$ cat config.mk
export PLATFORM = sky130hd
export DESIGN_NAME = sm_result_acc
export DESIGN_NICKNAME = d
export VERILOG_FILES = /design/src/rtl/sm_result_acc.sv
export SDC_FILE = /design/constraint.sdc
export NUM_CORES = 1
export LEC_CHECK = 0
export CAP_MARGIN = 10
export CELL_PAD_IN_SITES_DETAIL_PLACEMENT = 1
export CELL_PAD_IN_SITES_GLOBAL_PLACEMENT = 1
export CORE_ASPECT_RATIO = 0.7
export CORE_MARGIN = 2
export CORE_UTILIZATION = 46
export CTS_CLUSTER_SIZE = 28
export DETAILED_ROUTE_END_ITERATION = 12
export HOLD_SLACK_MARGIN = 0.1
export PLACE_DENSITY = 0.95
export REMOVE_ABC_BUFFERS = 1
export SLEW_MARGIN = 30
export SYNTH_ARGS = -nofsm -noshare
export SYNTH_HDL_FRONTEND = slang
export SYNTH_SLANG_ARGS = --single-unit
export TNS_END_PERCENT = 10
$ cat constraint.sdc
create_clock -name clk -period 7.9 [get_ports clk]
set_input_delay 1.58 -clock clk [delete_from_list [all_inputs] [get_ports clk]]
set_output_delay 1.58 -clock clk [all_outputs]
set_load 0.02 [all_outputs]
$ cat src/rtl/sm_result_acc.sv
// Frame accumulator for sign-magnitude results: converts each beat to two's
// complement, sums a frame with per-beat saturation, and registers one result per frame.
module sm_result_acc #(
    parameter int DW = 16,
    parameter int GW = 4,
    parameter int CW = 8,
    localparam int AW = DW + GW
) (
    input  logic          clk,
    input  logic          rst,
    input  logic          in_valid,
    output logic          in_ready,
    input  logic [DW-1:0] in_data,
    input  logic          in_last,
    output logic          out_valid,
    input  logic          out_ready,
    output logic [AW-1:0] out_data,
    output logic          out_sat,
    output logic [CW-1:0] out_cnt
);

    localparam logic [AW-1:0] SUM_MAX = {1'b0, {(AW-1){1'b1}}};
    localparam logic [AW-1:0] SUM_MIN = {1'b1, {(AW-1){1'b0}}};

    logic [AW-1:0] acc_q, acc_d;
    logic          sat_q, sat_d;
    logic [CW-1:0] cnt_q, cnt_d;
    logic          out_valid_q, out_valid_d;
    logic [AW-1:0] out_data_q, out_data_d;
    logic          out_sat_q, out_sat_d;
    logic [CW-1:0] out_cnt_q, out_cnt_d;

    logic [AW-1:0] mag;
    logic [AW-1:0] val;
    logic [AW:0]   sum_wide;
    logic [AW-1:0] sum_clamped;
    logic          sat_step;
    logic [CW-1:0] cnt_inc;
    logic          accept;
    logic          out_hs;

    // A pending result stalls the whole stage so no beat can slip past it.
    assign in_ready = ~out_valid_q | out_ready;
    assign accept   = in_valid & in_ready;
    assign out_hs   = out_valid_q & out_ready;

    // Negative zero negates to zero, so it needs no special case.
    assign mag      = {{(GW+1){1'b0}}, in_data[DW-2:0]};
    assign val      = in_data[DW-1] ? (AW'(0) - mag) : mag;
    assign sum_wide = {acc_q[AW-1], acc_q} + {val[AW-1], val};
    assign cnt_inc  = (&cnt_q) ? cnt_q : cnt_q + CW'(1);

    // NOTE: every signal written here gets a default first so no latch is inferred.
    always_comb begin
        sat_step    = 1'b0;
        sum_clamped = sum_wide[AW-1:0];
        if (sum_wide[AW] != sum_wide[AW-1]) begin
            sat_step    = 1'b1;
            sum_clamped = sum_wide[AW] ? SUM_MIN : SUM_MAX;
        end
    end

    always_comb begin
        acc_d       = acc_q;
        sat_d       = sat_q;
        cnt_d       = cnt_q;
        out_valid_d = out_valid_q;
        out_data_d  = out_data_q;
        out_sat_d   = out_sat_q;
        out_cnt_d   = out_cnt_q;

        if (out_hs) begin
            out_valid_d = 1'b0;
        end

        if (accept && in_last) begin
            out_valid_d = 1'b1;
            out_data_d  = sum_clamped;
            out_sat_d   = sat_q | sat_step;
            out_cnt_d   = cnt_inc;
            acc_d       = '0;
            sat_d       = 1'b0;
            cnt_d       = '0;
        end else if (accept) begin
            acc_d = sum_clamped;
            sat_d = sat_q | sat_step;
            cnt_d = cnt_inc;
        end
    end

    // NOTE: sequential state uses non-blocking assignments so all registers update together.
    always_ff @(posedge clk or posedge rst) begin
        if (rst) begin
            acc_q       <= '0;
            sat_q       <= 1'b0;
            cnt_q       <= '0;
            out_valid_q <= 1'b0;
            out_data_q  <= '0;
            out_sat_q   <= 1'b0;
            out_cnt_q   <= '0;
        end else begin
            acc_q       <= acc_d;
            sat_q       <= sat_d;
            cnt_q       <= cnt_d;
            out_valid_q <= out_valid_d;
            out_data_q  <= out_data_d;
            out_sat_q   <= out_sat_d;
            out_cnt_q   <= out_cnt_d;
        end
    end

    assign out_valid = out_valid_q;
    assign out_data  = out_data_q;
    assign out_sat   = out_sat_q;
    assign out_cnt   = out_cnt_q;

endmodule

# Word-level counts from Yosys, hierarchy flattened
# Index checks and enable logic that the tools add are counted.
# W data, S select, Z words.
dict set report word_totals {
  romBits 0
  output_inout_bits 31
  register_bits 59
  latch_bits 0
  word_cells 33
  input_bits 21
  ram_bits 0
  memories 0
}
dict set report classes {
  mul 0
  n_mux 13
  shifts 0
  n_bitwise 5
  n_eq_ne 1
  add_sub_neg 3
  n_reduce_logical 4
  magnitude_cmp 0
  n_div 0
}
# op count
set op_table {}
lappend op_table {{$mux W20} 5}
lappend op_table {{$mux W8} 3}
lappend op_table {{$add A20 B20 Y21} 1}
lappend op_table {{$sub A1 B15 Y16 const A} 1}
lappend op_table {{$add A8 B1 Y8 const B} 1}
lappend op_table {{$reduce_and A8 Y1} 1}
lappend op_table {{$mux W1} 5}
lappend op_table {{$reduce_bool A2 Y1} 2}
lappend op_table {{$and A1 B1 Y1} 2}
lappend op_table {{$or A1 B1 Y1} 2}
lappend op_table {{$logic_and A1 B1 Y1} 1}
lappend op_table {{$ne A1 B1 Y1} 1}
lappend op_table {{$not A1 Y1} 1}

# Logic depth before layout (Yosys ltp)
# Gate-level depths: netlist of run 1.
dict set report depth {
  depth_word 8
  depth_mapped 17
  ltp_nobuf 15
}

# Worst setup path before layout of run 1
# No wires, ideal clock.
dict set report synth_path {
  kind {input-to-reg}
  startpoint {input in_data[3]}
  endpoint {register acc_q[12]}
  t_required_ps 7777
  arrival_ps 4915
  path_buffers 2
  setup_ps 123
  cell_stages 15
  setup_slack_ps 2862
  path_cell_list {or3_1 > o31ai_1 > nand2_1 > or2_1 > o41ai_2 > nand2_1 > ha_1 > a21o_1 > a2111oi_0 > o21ai_1 > a21oi_4 > buf_6 > buf_12 > a21oi_2 > o221a_1}
}
dict set report synth_via {
  elab_chain_len 7
  elab_cells_between_ends 8
  classes_between {2 x add/sub; 1 x eq/ne; 5 x mux}
}
# element line_no
set synth_rtl {}
lappend synth_rtl {{start: declaration} 13} ;# input logic [DW-1:0] in_data,
lappend synth_rtl {{$sub A1 B15 Y16} 49} ;# assign val = in_data[DW-1] ? (AW'(0) - mag) : mag;
lappend synth_rtl {{$mux W20 (*)} 49}
lappend synth_rtl {{$add A20 B20 Y21 (*)} 50} ;# assign sum_wide = {acc_q[AW-1], acc_q} + {val[AW-1], val};
lappend synth_rtl {{$mux W20 or $ne A1 B1 Y1 (tied branches)} {59, 57}}
lappend synth_rtl {{$mux W20 (*)} 57} ;# if (sum_wide[AW] != sum_wide[AW-1]) begin
lappend synth_rtl {{$mux W20 (*)} 84} ;# end else if (accept) begin
lappend synth_rtl {{$mux W20 (*)} 76} ;# if (accept && in_last) begin
lappend synth_rtl {{end signal: assignment} 94} ;# acc_q <= '0;
lappend synth_rtl {{end signal: assignment} 102} ;# acc_q <= acc_d;
lappend synth_rtl {{end: declaration} 25} ;# logic [AW-1:0] acc_q, acc_d;
# Mark *: on every way between the ends. The rest lies on a longest branch, timed or not. The select of a mux whose other input is x is not followed.
# A chain may end at the register's enable or synchronous reset.

# Final worst setup path of run 1
dict set report layout_path {
  startpoint {input in_data[3]}
  endpoint {register acc_q[9]}
}
# The elaborated chain is that of the path after synthesis.

==> impl_metrics.toml, run 1 <==
[sta]
setup_viol = 0
slew-limit-headroom = 0.4026
min_period_over_period = 0.8281
layout_min_cycle_time_ns = 6.542
hold_viol = 0
worst_clock_skew_ns = 0.006476
fmaxAchievable_mhz = 152.9
fin_tns_setup_ns = 0
worst-slew-pin-transition_ns = 0.8960
grt_setup_unrepaired = "no"
timing.final.max_slew_violations = 0

[cells_and_area]
areaGrowthSynthToFinish_pct = 20.84
layout_commonest_cell = "dfrtp_1"
multi_input_comb_area_um2 = 2397
commonest_cells_after_routing_fill_and_taps_aside = "59 x dfrtp_1, 55 x nand2_1, 51 x clkdlybuf4s50_1"
final_net_count = 523
drive_above_1_share = 0.09563
layout.area.seq_um2 = 1476
finish.utilization = 0.5753
final_layout_fill_cell_count = 964
diodes = 0

[setup_path]
ff2ff_path_depth = 9
timing.critical_path.required_ns = 8.17
critPathLaunch = "in_data[3]"
cp-end-kind = "register"
start_kind = "primary input"
critical_path_data_arrival_time_ns = 6.81
timing.rr.start = "acc_q[0]"
cp_max_fo = 14
setup.worst_path.class = "in2reg"

[hold_path]
min-delay-start = "out_cnt[4]"
hold-path-cell-count = 2
hp-class = "reg2reg"

[floorplan]
design.die.area_um2 = 9589
die_h_um = 82.53
num_rows = 28
placeableCoreArea_um2 = 8513
initial_core_util = 0.4760
die_width_um = 116.2
io_count = 52

[cts]
ctsHoldBuffers = 0
tritoncts.num_buffers = 9
cts_tree = "done"
cts.clk_slew.worst_paths_ns = 0.05
clock_latency_of_the_later_clocked_register_in_the_worst_skew_pair_ns = 0.34
cts_resized = 0
cts.repair_timing.setup_buffer_count = 0
cts_buffer_depth = 2
cts_root_buffer = "clkbuf_16"
cts.sink_count = 59
number_of_h_tree_levels = 3

[logic_synthesis]
synth_area_leader = "dfrtp_1"
synth.yosys.seq_area_share = 0.3643
synthDominantCellAreaShare = 0.3643
ys_dominant_reg_cell = "dfrtp_1"
yosysUniqueCellTypes = 59
synth-edff-count = 0
synthesis_warning_total = 0
post_synth_inst_count = 432
netlist_top_cells_area = "dfrtp_1 36%, ha_1 7.7%, nand2_1 5.1%"
syn_avg_cell_area_um2 = 9.381
ys_ff_latch = 59
synth-async-reset-ratio = 1.000
mappedNetlistArea_um2 = 4053

[grt]
grt_antenna_before_repair = 0
grt_usage = 0.2861
first_global_vias = 3925
overflow_left_after_global_routing = 0
grt_pass1_wl_um = 20640
grt_start_max_net_pins = 60

[outcome]
status = "completed"

[place]
detailedPlacementHpwl_um = 9089
routabilityCongestion = 0.8743
buffer_ports.inserted = 51

[detailed_routing]
vias_per_cell = 6.226
drt_first_iter_violations = 254
via_count = 3742
antenna_violating_nets_post_route = 0
routedWlPerCell_um = 21.32
detail_route.first_pass.iterations = 5
drc = 0
detail_route.wirelength_um = 12820

[power_and_ir_drop]
worst_ir_drop_vdd_mv = 0.2312
cellPowerDensity_nw_per_um2 = 466.1
static-leakage-power_nw = 1.990

[flow_run]
maxCapViolations = 0
critical path, cell delays in order:
cell and delay (ns):
clkdlybuf4s50_1 0.46, or3_1 0.43, o31ai_1 0.44, nand2_1 0.18, or2_1 0.29, o41ai_2 0.33
nand2_1 0.25, ha_1 0.47, nand2_1 0.11, nor3_1 0.40, nand2_1 0.13, a21oi_1 0.23
o211ai_2 0.33, buf_4 0.32, o21ai_2 0.53, o221a_1 0.34
synth_stat cells (all sizes together) (4+ instances only):
| library cell | n |
|---|---|
| a21o | 7 |
| a21oi | 42 |
| and3 | 4 |
| buf | 8 |
| clkbuf | 13 |
| dfrtp | 59 |
| ha | 25 |
| inv | 12 |
| maj3 | 4 |
| nand2 | 55 |
| nand2b | 7 |
| nand3 | 4 |
| nor2 | 25 |
| nor3 | 7 |
| o21a | 6 |
| o21ai | 42 |
| o221a | 14 |
| o22a | 15 |
| o31ai | 7 |
| xnor2 | 21 |
| xor2 | 11 |
path summary, 6_finish.rpt:
| path | endpoint | slack (ns) |
|---|---|---|
| max in group asynchronous | out_data[8] | 5.60 |
| worst max register to register | acc_q[9] | 4.17 |
| worst max-delay path | acc_q[9] | 1.36 |
| worst min register to register | out_cnt[4] | 0.49 |
| worst min-delay path | out_cnt[4] | 0.49 |
| min in group asynchronous | out_cnt[7] | 1.77 |
stage by stage:
step	area, um^2	cells	worst slack [ns]	total power, W	hold WS (ns)
after detailed placement	4601	585	1.135	0.001832	0.4808
after global routing	4897	601	1.098	0.002408	0.5167
after global placement	4601	585	1.573	0.001754	0.4689
after floorplan	3918	411	2.334	0.001402	0.4563
after CTS	4896	601	1.399	0.002258	0.5007
final	4897	601	1.358	0.002283	0.4948
state kept, by name, summed over array words and instances (netlist names):
signal	count
out_cnt	8
out_sat	1
cnt_q	8
out_valid	1
out_data	20
acc_q	20
sat_q	1
power breakdown:
| part | internal, W | total (W) | switching [W] |
|---|---|---|---|
| sequential | 0.000423 | 0.000526 | 0.000103 |
| combinational | 0.000539 | 0.00137 | 0.000826 |
| clock | 0.000251 | 0.000391 | 0.000141 |
| total | 0.00121 | 0.00228 | 0.00107 |
layer usage:
| metal | up-vias | part of all wire | track usage |
|---|---|---|---|
| met5 | - | 0 | 0 |
| met4 | 0 | 0.032 | 0.1202 |
| met3 | 42 | 0.058 | 0.07080 |
| met2 | 148 | 0.48 | 0.4825 |
| met1 | 1874 | 0.43 | 0.3545 |
| li1 | 1678 | - | - |
kinds of logic after synthesis:
group                      count (synthesis)  synth area share
buffers and inverters                     33           0.04446
xor gates and xnor gates                  32           0.06916
AOI/OAI and AO/OA                        156            0.2881
adders and majority gates                 30           0.09324
and+or+nand+nor                          119            0.1334
DFF                                       59            0.3643
muxes                                      3          0.007410
area by class of cell:
class,instances,area share
Timing Repair Buffer,54,0.1088
Clock inverter,5,0.01073
Clock buffer,11,0.04957
Tap cell,120,0.03066
Inverter,12,0.009198
Sequential cell,59,0.3015
Multi-Input combinational cell,340,0.4895
Note: power is estimated with default switching activity, not from simulation.
==> run 2, diff against run 1 <==
--- a/config.mk
+++ b/config.mk
@@ -10,11 +10,11 @@
 export CELL_PAD_IN_SITES_GLOBAL_PLACEMENT = 1
 export CORE_ASPECT_RATIO = 0.7
 export CORE_MARGIN = 2
-export CORE_UTILIZATION = 46
+export CORE_UTILIZATION = 39
 export CTS_CLUSTER_SIZE = 28
 export DETAILED_ROUTE_END_ITERATION = 12
 export HOLD_SLACK_MARGIN = 0.1
-export PLACE_DENSITY = 0.95
+export PLACE_DENSITY = 0.87
 export REMOVE_ABC_BUFFERS = 1
 export SLEW_MARGIN = 30
 export SYNTH_ARGS = -nofsm -noshare
==> constraint.sdc (replaced) <==
create_clock -name clk -period 5.8 [get_ports clk]
set_input_delay 1.16 -clock clk [delete_from_list [all_inputs] [get_ports clk]]
set_output_delay 1.16 -clock clk [all_outputs]
set_load 0.02 [all_outputs]
==> run 2 against run 1 <==
Final cell count is 3.2% higher. Flip-flop and latch count stayed put. Critical path depth is 1 lower. Hold slack worse by 0.0082 ns. Non-clock buffer count is 8 higher. First-iteration DRC count is 54% lower. Design area is 1.3% higher. Count of clock-buffer cells in the layout is 1 lower. Via count is 7.1% lower. Clock skew hardly changed. Global-route usage is 7.1 points lower. Critical endpoint is now acc_q[10]. Largest cell class unchanged. Largest power group unchanged. Highest routed layer unchanged.
==> impl_metrics.toml, run 2 (synthesis gave the netlist of run 1 again) <==
[detailed_routing]
via_count = 3477
drc = 0
antenna_violating_nets_post_route = 0
detail_route.first_pass.iterations = 4
routedWlPerCell_um = 18.49
detail_route.wirelength_um = 11460
drt_first_iter_violations = 117
vias_per_cell = 5.608

[floorplan]
die_h_um = 89.29
die_width_um = 125.8
num_rows = 31
placeableCoreArea_um2 = 10240
design.die.area_um2 = 11240
initial_core_util = 0.3958
io_count = 52

[cells_and_area]
area_of_all_placed_cells_without_fillers_um2 = 4960
final_layout_fill_cell_count = 1220
commonest_cells_after_routing_fill_and_taps_aside = "59 x dfrtp_1, 55 x nand2_1, 51 x clkdlybuf4s50_1"
layout.area.seq_um2 = 1476
areaGrowthSynthToFinish_pct = 22.38
diodes = 0
multi_input_comb_area_um2 = 2396
drive_above_1_share = 0.1066
layout_commonest_cell = "dfrtp_1"
final_cell_count_without_fillers = 620
final_net_count = 531

[setup_path]
critPathLaunch = "in_data[3]"
r2r_endpoint = "acc_q[10]"
setup.worst_path.class = "in2reg"
cp_max_fo = 14
timing.rr.start = "acc_q[4]"
critical_path_data_arrival_time_ns = 5.68
start_kind = "primary input"
r2r_setup_slack_ns = 2.60
cp-end-kind = "register"
timing.critical_path.required_ns = 6.07
ff2ff_path_depth = 8

[power_and_ir_drop]
p_seq_frac = 0.235
power.total_w = 0.003008
power.clock.fraction = 0.172
p_comb_frac = 0.593
netSwitchingFraction = 0.4480
cell_internal_pwr_w = 0.001660
cellPowerDensity_nw_per_um2 = 606.5
worst_ir_drop_vdd_mv = 0.2835
switching_power_w = 0.001348
static-leakage-power_nw = 2.018

[cts]
cts_buffer_depth = 2
cts.sink_count = 59
cts_tree = "done"
number_of_h_tree_levels = 3
cts_resized = 0
cts_root_buffer = "clkbuf_16"
clock_latency_of_the_later_clocked_register_in_the_worst_skew_pair_ns = 0.33
cts.clk_slew.worst_paths_ns = 0.05
tritoncts.num_buffers = 9
cts.repair_timing.setup_buffer_count = 0
ctsHoldBuffers = 0

[sta]
slew-limit-headroom = 0.4073
hold_viol = 0
fmaxAchievable_mhz = 184.9
worst_clock_skew_ns = 0.006968
setup_viol = 0
layout_min_cycle_time_ns = 5.409
grt_setup_unrepaired = "no"
timing.hold.ws_ns = 0.4866
worst-slew-pin-transition_ns = 0.8891
timing.final.max_slew_violations = 0
fin_tns_setup_ns = 0
min_period_over_period = 0.9327

[outcome]
status = "completed"

[flow_run]
maxCapViolations = 0

[place]
buffer_ports.inserted = 51
detailedPlacementHpwl_um = 8521
dpl_cell_area_um2 = 4676
routabilityCongestion = 0.8228
dp.cells = 605

[grt]
overflow_left_after_global_routing = 0
grt_usage = 0.2156
first_global_vias = 3696
grt_start_max_net_pins = 60
grt_antenna_before_repair = 0
grt_pass1_wl_um = 18950

[hold_path]
hold-path-cell-count = 2
min-delay-start = "out_cnt[2]"
timing.hold.worst_endpoint = "out_cnt[2]"
hp-class = "reg2reg"
-- run 2: layer usage --
| layer | wire length, um | share of wire | vias up | GRT usage |
|---|---|---|---|---|
| met5 | 0 | 0 | - | 0 |
| met2 | 5427 | 0.47 | 55 | 0.3676 |
| met1 | 5500 | 0.48 | 1722 | 0.2865 |
| met3 | 468 | 0.041 | 9 | 0.04967 |
| li1 | - | - | 1691 | - |
| met4 | 64 | 0.0056 | 0 | 0.04496 |
-- run 2: per-stage QoR --
step | setup WS [ns] | utilization
2_1_floorplan | 0.6539 | -
3_3_place_gp | 0.2820 | 0.4566
3_5_place_dp | 0.04590 | 0.4566
4_1_cts | 0.3982 | 0.4844
5_1_grt | 0.07790 | 0.4844
6_report | 0.3906 | 0.4844
-- run 2: cell type report --
type	instances	area share
Multi-Input combinational cell	340	0.4831
Tap cell	132	0.03330
Inverter	12	0.009082
Clock inverter	5	0.01110
Timing Repair Buffer	62	0.1196
Clock buffer	10	0.04617
Sequential cell	59	0.2977
-- run 2: power groups by stage --
stage	clock [W]	sequential [W]	combinational, W
after floorplan	0	0.000763	0.00115
after global placement	0	0.000704	0.00170
after detailed placement	0	0.000709	0.00177
after CTS	0.000531	0.000708	0.00179
after global routing	0.000548	0.000726	0.00196
final	0.000517	0.000706	0.00178
-- run 2: worst max-delay path by stage --
stage                endpoint  slack (ns)  cells after the start
floorplan           acc_q[10]        0.65                     14
global placement     acc_q[4]        0.28                     15
detailed placement  acc_q[13]        0.05                     15
CTS                 acc_q[10]        0.40                     15
global route         acc_q[4]        0.08                     15
finish              acc_q[10]        0.39                     15
-- run 2: critical path, cell delays in order --
cell	delay [ns]
clkdlybuf4s50_1	0.46
or3_1	0.42
o31ai_1	0.36
nand2_1	0.15
or2_1	0.27
o41ai_2	0.31
nand2_1	0.22
ha_1	0.45
nand2_1	0.10
nor3_1	0.26
nand2_1	0.09
a21oi_1	0.20
o211ai_2	0.25
o21ai_2	0.65
o221a_1	0.32
